`src/rtl/seg_pkg.sv`:
```
// Shared types and helpers for the seven-segment scan path.
// Contents: nibble_t, anode_vec_t, MAX_DIGITS, ANODE_ALL_OFF,
//           anode_all_off(n) (all-ones vector for n digits), onehot_n(idx) (active-low select).
package seg_pkg;

  localparam int unsigned MAX_DIGITS = 8;
  localparam int unsigned MAX_IDX_W  = 3;

  typedef logic [3:0]            nibble_t;
  typedef logic [MAX_DIGITS-1:0] anode_vec_t;

  // All-ones anode vector covering the low n digits; upper bits stay zero.
  function automatic anode_vec_t anode_all_off(input int unsigned n);
    anode_vec_t v;
    v = '0;
    for (int unsigned i = 0; i < MAX_DIGITS; i++) begin
      if (i < n) v[i] = 1'b1;
    end
    return v;
  endfunction

  localparam anode_vec_t ANODE_ALL_OFF = anode_all_off(MAX_DIGITS);

  // Active-low one-hot anode select for digit idx.
  function automatic anode_vec_t onehot_n(input logic [MAX_IDX_W-1:0] idx);
    return ~(anode_vec_t'(1) << idx);
  endfunction

endpackage

```
`src/rtl/seg_tick_gen.sv`:
```
// Free-running prescaler: counts 0..DIV-1 and flags the last count of each period.
// Ports: clk, reset (sync, active-high), tick (comb, high when cnt == DIV-1), cnt (current count).
module seg_tick_gen #(
  parameter int unsigned DIV = 4
) (
  input  logic                   clk,
  input  logic                   reset,
  output logic                   tick,
  output logic [$clog2(DIV)-1:0] cnt
);

  localparam int unsigned CNT_W = $clog2(DIV);

  logic [CNT_W-1:0] cnt_q;
  logic [CNT_W-1:0] cnt_d;
  logic             wrap_c;

  // Wrap detection and next count.
  always_comb begin
    wrap_c = (cnt_q == CNT_W'(DIV - 1));
    cnt_d  = wrap_c ? '0 : cnt_q + 1'b1;
  end

  always_ff @(posedge clk) begin
    if (reset) cnt_q <= '0;
    else       cnt_q <= cnt_d;
  end

  assign tick = wrap_c;
  assign cnt  = cnt_q;

endmodule

```
`src/rtl/seg_scan_mux.sv`:
```
// Time-multiplexed seven-segment scanner feeding the hex-to-cathode decoder.
// Shadows value/blank_mask on load, steps one digit per REFRESH_DIV cycles, holds all
// anodes off for the first GUARD_CYCLES of each slot, and pulses frame_done on wrap.
// Ports: clk, reset (sync, active-high), value[4*NUM_DIGITS-1:0], blank_mask, load,
//        digit[3:0], anode (active-low), frame_done. All outputs registered.
// Optional: SEG_SCAN_LEADING_ZERO_BLANK_EN auto-blanks leading zero digits (never digit 0).
module seg_scan_mux
  import seg_pkg::*;
#(
  parameter int unsigned NUM_DIGITS   = 8,
  parameter int unsigned REFRESH_DIV  = 100000,
  parameter int unsigned GUARD_CYCLES = 1000
) (
  input  logic                    clk,
  input  logic                    reset,
  input  logic [4*NUM_DIGITS-1:0] value,
  input  logic [NUM_DIGITS-1:0]   blank_mask,
  input  logic                    load,
  output logic [3:0]              digit,
  output logic [NUM_DIGITS-1:0]   anode,
  output logic                    frame_done
);

  localparam int unsigned CNT_W = $clog2(REFRESH_DIV);
  localparam int unsigned IDX_W = (NUM_DIGITS > 2) ? $clog2(NUM_DIGITS) : 1;
  localparam logic [NUM_DIGITS-1:0] ANODE_OFF = NUM_DIGITS'(anode_all_off(NUM_DIGITS));

  logic                           tick_c;
  logic [CNT_W-1:0]               cnt_c;
  logic                           in_guard_c;
  logic [NUM_DIGITS-1:0]          eff_mask_c;

  logic [IDX_W-1:0]               idx_q,         idx_d;
  logic [NUM_DIGITS-1:0][3:0]     shadow_val_q,  shadow_val_d;
  logic [NUM_DIGITS-1:0]          shadow_mask_q, shadow_mask_d;
  nibble_t                        digit_q,       digit_d;
  logic [NUM_DIGITS-1:0]          anode_q,       anode_d;
  logic                           frame_done_q,  frame_done_d;

  seg_tick_gen #(
    .DIV (REFRESH_DIV)
  ) u_tick (
    .clk   (clk),
    .reset (reset),
    .tick  (tick_c),
    .cnt   (cnt_c)
  );

  // Guard window at the start of every slot; a zero-length guard never blanks.
  generate
    if (GUARD_CYCLES == 0) begin : g_no_guard
      assign in_guard_c = 1'b0;
    end else begin : g_guard
      assign in_guard_c = (cnt_c < CNT_W'(GUARD_CYCLES));
    end
  endgenerate

`ifdef SEG_SCAN_LEADING_ZERO_BLANK_EN
  logic [NUM_DIGITS-1:0] lz_c;
  logic                  zero_run_c;

  // Walk down from the top digit; a digit is leading-zero while every digit at or above it is 0.
  always_comb begin
    lz_c       = '0;
    zero_run_c = 1'b1;
    for (int i = int'(NUM_DIGITS) - 1; i >= 1; i--) begin
      zero_run_c = zero_run_c & (shadow_val_q[i] == 4'h0);
      lz_c[i]    = zero_run_c;
    end
  end

  assign eff_mask_c = shadow_mask_q | lz_c;
`else
  assign eff_mask_c = shadow_mask_q;
`endif

  // Next-state for index, shadows and registered outputs.
  always_comb begin
    idx_d         = idx_q;
    shadow_val_d  = shadow_val_q;
    shadow_mask_d = shadow_mask_q;
    frame_done_d  = 1'b0;

    if (tick_c) begin
      if (idx_q == IDX_W'(NUM_DIGITS - 1)) begin
        idx_d        = '0;
        frame_done_d = 1'b1;
      end else begin
        idx_d = idx_q + 1'b1;
      end
    end

    if (load) begin
      shadow_val_d  = value;
      shadow_mask_d = blank_mask;
    end

    digit_d = shadow_val_q[idx_q];
    if (in_guard_c || eff_mask_c[idx_q]) begin
      anode_d = ANODE_OFF;
    end else begin
      anode_d = NUM_DIGITS'(onehot_n(MAX_IDX_W'(idx_q)));
    end
  end

  always_ff @(posedge clk) begin
    if (reset) begin
      idx_q         <= '0;
      shadow_val_q  <= '0;
      shadow_mask_q <= '0;
      digit_q       <= 4'h0;
      anode_q       <= ANODE_OFF;
      frame_done_q  <= 1'b0;
    end else begin
      idx_q         <= idx_d;
      shadow_val_q  <= shadow_val_d;
      shadow_mask_q <= shadow_mask_d;
      digit_q       <= digit_d;
      anode_q       <= anode_d;
      frame_done_q  <= frame_done_d;
    end
  end

  assign digit      = digit_q;
  assign anode      = anode_q;
  assign frame_done = frame_done_q;

endmodule

```
`config.mk`:
```
export PLATFORM = sky130hd
export DESIGN_NAME = seg_scan_mux
export DESIGN_NICKNAME = d
export VERILOG_FILES = /design/src/rtl/seg_pkg.sv /design/src/rtl/seg_tick_gen.sv /design/src/rtl/seg_scan_mux.sv
export SDC_FILE = /design/constraint.sdc
export NUM_CORES = 1
export LEC_CHECK = 0
export BUFFER_PORTS_ARGS = -buffer_cell sky130_fd_sc_hd__buf_2
export CAP_MARGIN = 20
export CORE_MARGIN = 2
export CORE_UTILIZATION = 50
export CTS_BUF_LIST = sky130_fd_sc_hd__clkbuf_8
export CTS_CLUSTER_DIAMETER = 30
export CTS_CLUSTER_SIZE = 12
export DETAILED_ROUTE_END_ITERATION = 6
export PLACE_DENSITY = 0.73
export SYNTH_ARGS = -nofsm -noshare
export SYNTH_HDL_FRONTEND = slang
export SYNTH_SLANG_ARGS = --single-unit
```
`constraint.sdc`:
```
create_clock -name clk -period 2.15 [get_ports clk]
set_input_delay 0.215 -clock clk [delete_from_list [all_inputs] [get_ports clk]]
set_output_delay 0.215 -clock clk [all_outputs]
set_load 0.02 [all_outputs]
```
==> impl_metrics.yaml, run 1 <==
final_layout:
  num_antenna_cells: 0
  multiInputGateArea_mm2: 0.00150
  syn_to_final_growth_pct: 19.0
  fin_nets: 396
  fin_area_mm2: 0.00364
  fin_cells: 426
  drive_gt1_frac: 0.268
  seqCellArea_mm2: 0.00146
  num-fill-cells: 492
worst_setup_path:
  critPathMaxStageDelay_ns: 0.42
  cp-start-kind: "flip-flop"
  cp_slowest_cell: "dfxtp_1"
  cp.buffers_inverters: 1
  crit_path_cell_trace: "ha_1 -> and4_1 -> nand4_2 -> nand2b_1 -> buf_4 -> nor2_1"
  cp_max_fo: 16
  arrival_ns: 1.89
  end_kind: "flip-flop"
  cp_top_family: "simple AND/OR/NAND/NOR gates"
  required_ns: 2.38
  path_class: "flip-flop to flip-flop"
floorplan:
  ios: 56
  die_x_um: 82.2
  die_h_um: 82.2
  num_rows: 28
  dieArea_mm2: 0.00676
  coreArea_mm2: 0.00592
  start_util: 0.517
pwr:
  pwr-share-comb: 0.067
  ir_drop_mv: 0.497
  power.internal_mw: 2.22
  p_sw_frac: 0.222
  p_switching_mw: 0.631
  p_leak_nw: 1.57
  power.share.clock: 0.429
  powerDensity_mw_per_mm2: 782
  p_total_mw: 2.85
  seq_power_share: 0.504
synthesis:
  ys.flop_type: "dfxtp_1"
  synth_edf_count: 0
  netlist_area_mm2: 0.00306
  synth.distinct_cells: 30
  async_reset_ff_frac: 0
  syn_inst: 289
  synth_top_cell_by_area: "dfxtp_1"
  synthTopCellsByArea: "dfxtp_1, mux2i_1, nor2_1, mux4_2, xnor2_1"
  yosysWarnings: 0
  synth_fp_nets: 339
  synth_top_area_frac: 0.478
  ys_seq_elements: 73
  synth.avg_cell_area_um2: 10.6
  ys_seq_area_frac: 0.478
grt:
  grt_max_degree: 42
  grt_pass1_vias: 2046
  grt_first_pass_wirelength_mm: 9.56
  antenna_found_initial: 0
  grt_use_total: 0.191
  grt-ovfl-total: 0
clocking:
  clk_path_buf_depth: 2
  root_buffer: "clkbuf_8"
  cts_resized: 0
  cts_setup_buffers: 0
  cts_tree: "yes"
  postCtsHoldBufs: 0
  insertion_delay_ns: 0.34
  cts.clk_slew.worst_paths_ns: 0.08
  clock-sinks: 73
  h-tree-depth: 3
  cts_buffers: 9
timing:
  tns_ns: 0
  post-route-period-util: 0.772
  slew_headroom: 0.650
  rsz0062_at_grt: "false"
  slew_violations: 0
  max_freq_mhz: 603
  final-setup-viol-count: 0
  hold_violations: 0
  setup_slack_ns: 0.490
  fin_crit_ns: 1.66
  fin_skew_ns: 0.00736
  tightest_slew_ns: 0.524
detailed_routing:
  dr.pass1.iters: 5
  drt_wl_total_mm: 5.86
  avgRoutedWirePerCell_um: 13.7
  dr_total_vias: 2199
  viasPerCell: 5.16
  ant_nets: 0
  drc: 0
  drt_iter0_markers: 62
placement:
  post-place-ws_ns: 0.510
  placed_area_mm2: 0.00341
  portBuffers: 55
  hpwl_mm: 4.13
  placed_cells: 410
  gp_congestion: 0.780
status:
  status: "complete, no violations"
flow_run:
  cap_viol_max_count: 0
min_path:
  hold_path.class: "input pin to flip-flop"
==> cells in the final DEF (no fill, tap or decap) <==
master      count
nor4_1          7
nand2_1        19
nand4_1         4
xor2_1          4
inv_1           6
xnor2_1        11
clkinv_1        1
clkinvlp_4      2
and4b_1         1
mux4_2         10
ha_1            7
nor2_1         64
and4_1          1
nand3_1         7
mux2_2          1
and4bb_2        1
clkbuf_8       11
a21oi_1         4
o311a_4         1
buf_4           5
dfxtp_1        73
nand4_2         1
nor3b_1         1
nand4_4         1
buf_12          1
bufinv_16       2
buf_2          55
mux2i_1        43
nor3_1          3
nand2b_1        1
nor4_4          3
==> worst reg2reg max path, stage by stage, from the launching register on <==
cell and delay (ns):
dfxtp_1 0.42, ha_1 0.25, and4_1 0.26, nand4_2 0.20, nand2b_1 0.13, buf_4 0.21
nor2_1 0.07
==> Yosys cell counts, types with 5 or more instances <==
| master | count |
|---|---|
| nand3_1 | 7 |
| mux2i_1 | 43 |
| nor4_1 | 7 |
| inv_1 | 5 |
| dfxtp_1 | 73 |
| clkbuf_1 | 5 |
| mux4_2 | 10 |
| xnor2_1 | 11 |
| buf_2 | 7 |
| nor2_1 | 64 |
| nand2_1 | 19 |
| ha_1 | 7 |
==> per-stage QoR <==
step / util / hold WS (ns)
floorplan: - / 0.362
global placement: 0.576 / 0.447
detailed placement: 0.576 / 0.455
CTS: 0.615 / 0.0946
global route: 0.615 / 0.0869
finish: 0.615 / 0.100
==> layout make-up <==
class	instances	share of cell area
clock buffer	11	0.0416
clock inverter	5	0.0216
multi-input combinational	195	0.412
sequential	73	0.401
timing repair buffer	61	0.0914
tap	75	0.0258
inverter	6	0.00619
==> routing by layer <==
metal	global-route usage	up-vias	part of all wire	wire length [um]
li1	-	1107	-	-
met1	0.239	1035	0.45	2650
met2	0.300	46	0.48	2830
met3	0.0598	11	0.047	274
met4	0.0900	0	0.018	104
met5	0	-	0	0
==> final timing paths <==
path | start | depth (start not counted) | to | slack [ns]
max | u_tick.cnt[0] | 6 | u_tick.cnt[12] | 0.49
min | value[15] | 3 | shadow_val_q[15] | 0.10
max reg2reg | u_tick.cnt[0] | 6 | u_tick.cnt[12] | 0.49
min reg2reg | eff_mask_c[2] | 2 | eff_mask_c[2] | 0.49
==> registers in the layout, indices dropped and copies added, names as in the netlist <==
register / count
shadow_val_q: 32
u_tick.cnt: 17
anode: 8
eff_mask_c: 8
digit: 4
idx_q: 3
frame_done: 1
==> power by group through the flow <==
stage                     Sequential (mW)  Clock (mW)  Combinational, mW
after floorplan                      1.46           0              0.129
after global routing                 1.44        1.30              0.211
after detailed placement             1.47           0              0.191
final                                1.44        1.22              0.190
after global placement               1.47           0              0.187
after CTS                            1.44        1.24              0.192
==> logic make-up (layout without fill, tap and decap cells) <==
| logic type | count (synthesis) | in the layout | synth area share |
|---|---|---|---|
| xor+xnor | 15 | 15 | 0.0429 |
| buf+inv | 21 | 83 | 0.0323 |
| fa+ha+maj | 7 | 7 | 0.0286 |
| simple gates | 114 | 114 | 0.187 |
| compound gates | 5 | 5 | 0.0135 |
| mux | 54 | 54 | 0.218 |
| flops | 73 | 73 | 0.478 |
(Power assumes the default switching activity.)
==> run 2: changes to the inputs <==
--- a/config.mk
+++ b/config.mk
@@ -13,7 +13,7 @@
 export CTS_CLUSTER_DIAMETER = 30
 export CTS_CLUSTER_SIZE = 12
 export DETAILED_ROUTE_END_ITERATION = 6
-export PLACE_DENSITY = 0.73
+export PLACE_DENSITY = 0.76
 export SYNTH_ARGS = -nofsm -noshare
 export SYNTH_HDL_FRONTEND = slang
 export SYNTH_SLANG_ARGS = --single-unit
==> constraint.sdc (replaced) <==
create_clock -name clk -period 1.41 [get_ports clk]
set_input_delay 0.141 -clock clk [delete_from_list [all_inputs] [get_ports clk]]
set_output_delay 0.141 -clock clk [all_outputs]
set_load 0.02 [all_outputs]
==> impl_metrics.yaml, run 2 (synthesis results as in run 1) <==
grt:
  grt_first_pass_wirelength_mm: 10.3
  grt_use_total: 0.203
  grt_pass1_vias: 2263
  grt-ovfl-total: 0
  grt_max_degree: 41
  antenna_found_initial: 0
final_layout:
  largest_register_ffs: 32
  final_cell_mix: "nor2_1, dfxtp_1, buf_2, mux2i_1, buf_4"
  fin_cells: 449
  top_register: "shadow_val_q"
  drive_gt1_frac: 0.374
  syn_to_final_growth_pct: 28.6
  layout_commonest_cell: "nor2_1"
  fin_nets: 419
  num_antenna_cells: 0
  num-fill-cells: 473
worst_setup_path:
  r2r-end: "u_tick.cnt[12]"
  cp-start-kind: "flip-flop"
  reg2reg_depth: 6
  end_kind: "flip-flop"
  cp_slowest_cell: "dfxtp_2"
  required_ns: 1.65
  path_class: "flip-flop to flip-flop"
  cp_max_fo: 4
  reg2reg_from: "u_tick.cnt[0]"
  cp.buffers_inverters: 1
  arrival_ns: 1.66
  reg2reg_setup_slack_ns: -0.006
  cp_top_family: "simple AND/OR/NAND/NOR gates"
  critPathMaxStageDelay_ns: 0.37
  crit_path_cell_trace: "ha_4 -> nand4_1 -> buf_4 -> nor4_2 -> xnor2_1 -> nor2_1"
floorplan:
  ios: 56
  die_x_um: 82.2
  start_util: 0.517
  die_h_um: 82.2
  dieArea_mm2: 0.00676
  coreArea_mm2: 0.00592
  num_rows: 28
timing:
  max_freq_mhz: 706
  tightest_slew_ns: 0.328
  final-setup-viol-count: 1
  setup_slack_ns: -0.00598
  rsz0062_at_grt: "true"
  post-route-period-util: 1.00
  slew_headroom: 0.780
  fin_crit_ns: 1.42
  hold_violations: 0
  fin_skew_ns: 0.0104
  slew_violations: 0
  whs_ns: 0.0312
detailed_routing:
  dr.pass1.iters: 4
  viasPerCell: 5.31
  dr_total_vias: 2382
  drt_wl_total_mm: 6.48
  ant_nets: 0
  avgRoutedWirePerCell_um: 14.4
  drt_iter0_markers: 136
  drc: 0
clocking:
  cts.clk_slew.worst_paths_ns: 0.07
  cts_tree: "yes"
  cts_buffers: 9
  clock-sinks: 73
  clk_path_buf_depth: 2
  root_buffer: "clkbuf_8"
  h-tree-depth: 3
  insertion_delay_ns: 0.35
placement:
  post-place-ws_ns: -0.139
  placed_cells: 429
  hpwl_mm: 4.45
  portBuffers: 55
  gp_congestion: 0.812
pwr:
  powerDensity_mw_per_mm2: 1100
  p_leak_nw: 1.68
  ir_drop_mv: 0.630
flow_run:
  cap_viol_max_count: 0
min_path:
  min_delay_path_depth: 3
  holdPathEnd: "shadow_val_q[23]"
  hold_path.class: "input pin to flip-flop"
  hp-start: "value[23]"
status:
  violations: "negative setup slack"
  status: "finished with violations"
## run 2: changes by cell type in the layout (fill, tap and decap cells not counted), sizes merged
cell,previous run,this run
buf,61,84
clkbuf,11,10
clkinv,1,2
clkinvlp,2,1
inv,6,7
## run 2: timing repair
| action | in CTS | in global routing |
|---|---|---|
| setup buffers | 3 | 1 |
| resized for setup | 9 | 19 |
| setup endpoints to repair | 30 | 28 |
| pin swaps | 2 | 9 |
| hold buffers | 0 | 0 |
## run 2: tightest hold or removal path, stage by stage
cell     delay [ns]
buf_2          0.07
mux2i_1        0.05
nor2_1         0.07
## run 2: final cells by class
type / count / area [um2] / area share
clock buffer: 10 / 138 / 0.0350
inverter: 6 / 23.8 / 0.00604
multi-input combinational: 195 / 1570 / 0.399
sequential: 73 / 1480 / 0.377
timing repair buffer: 84 / 542 / 0.138
tap: 75 / 93.8 / 0.0238
clock inverter: 6 / 83.8 / 0.0213
## run 2: per-layer routing
metal / up-vias / wire [um] / track usage / share of wire
met5: - / 0 / 0 / 0
met4: 0 / 251 / 0.125 / 0.039
met3: 25 / 309 / 0.0457 / 0.048
met2: 71 / 3180 / 0.317 / 0.49
met1: 1132 / 2740 / 0.256 / 0.42
li1: 1154 / - / - / -
## run 2: worst max path at each step
| stage | start | end | cells past startpoint |
|---|---|---|---|
| floorplan | idx_q[0] | anode[3] | 3 |
| global placement | idx_q[0] | idx_q[2] | 5 |
| detailed placement | idx_q[0] | idx_q[2] | 5 |
| CTS | idx_q[0] | idx_q[2] | 5 |
| global route | u_tick.cnt[0] | u_tick.cnt[12] | 6 |
| finish | u_tick.cnt[0] | u_tick.cnt[12] | 6 |
## run 2: where the power goes
part / total, mW / switching, mW / leakage [nW] / internal, mW
Sequential: 2.18 / 0.0485 / 0.604 / 2.14
Combinational: 0.323 / 0.153 / 0.963 / 0.170
Clock: 1.80 / 0.769 / 0.115 / 1.04
## run 2: stage by stage
step / utilization / power (mW) / cell area, um2 / TNS [ns]
global placement: 0.605 / 2.54 / 3580 / -0.0863
floorplan: - / 2.42 / 3090 / -0.00910
global route: 0.665 / 4.45 / 3940 / -0.524
finish: 0.665 / 4.31 / 3940 / -0.00598
detailed placement: 0.605 / 2.55 / 3580 / -0.704
CTS: 0.651 / 4.34 / 3850 / 0
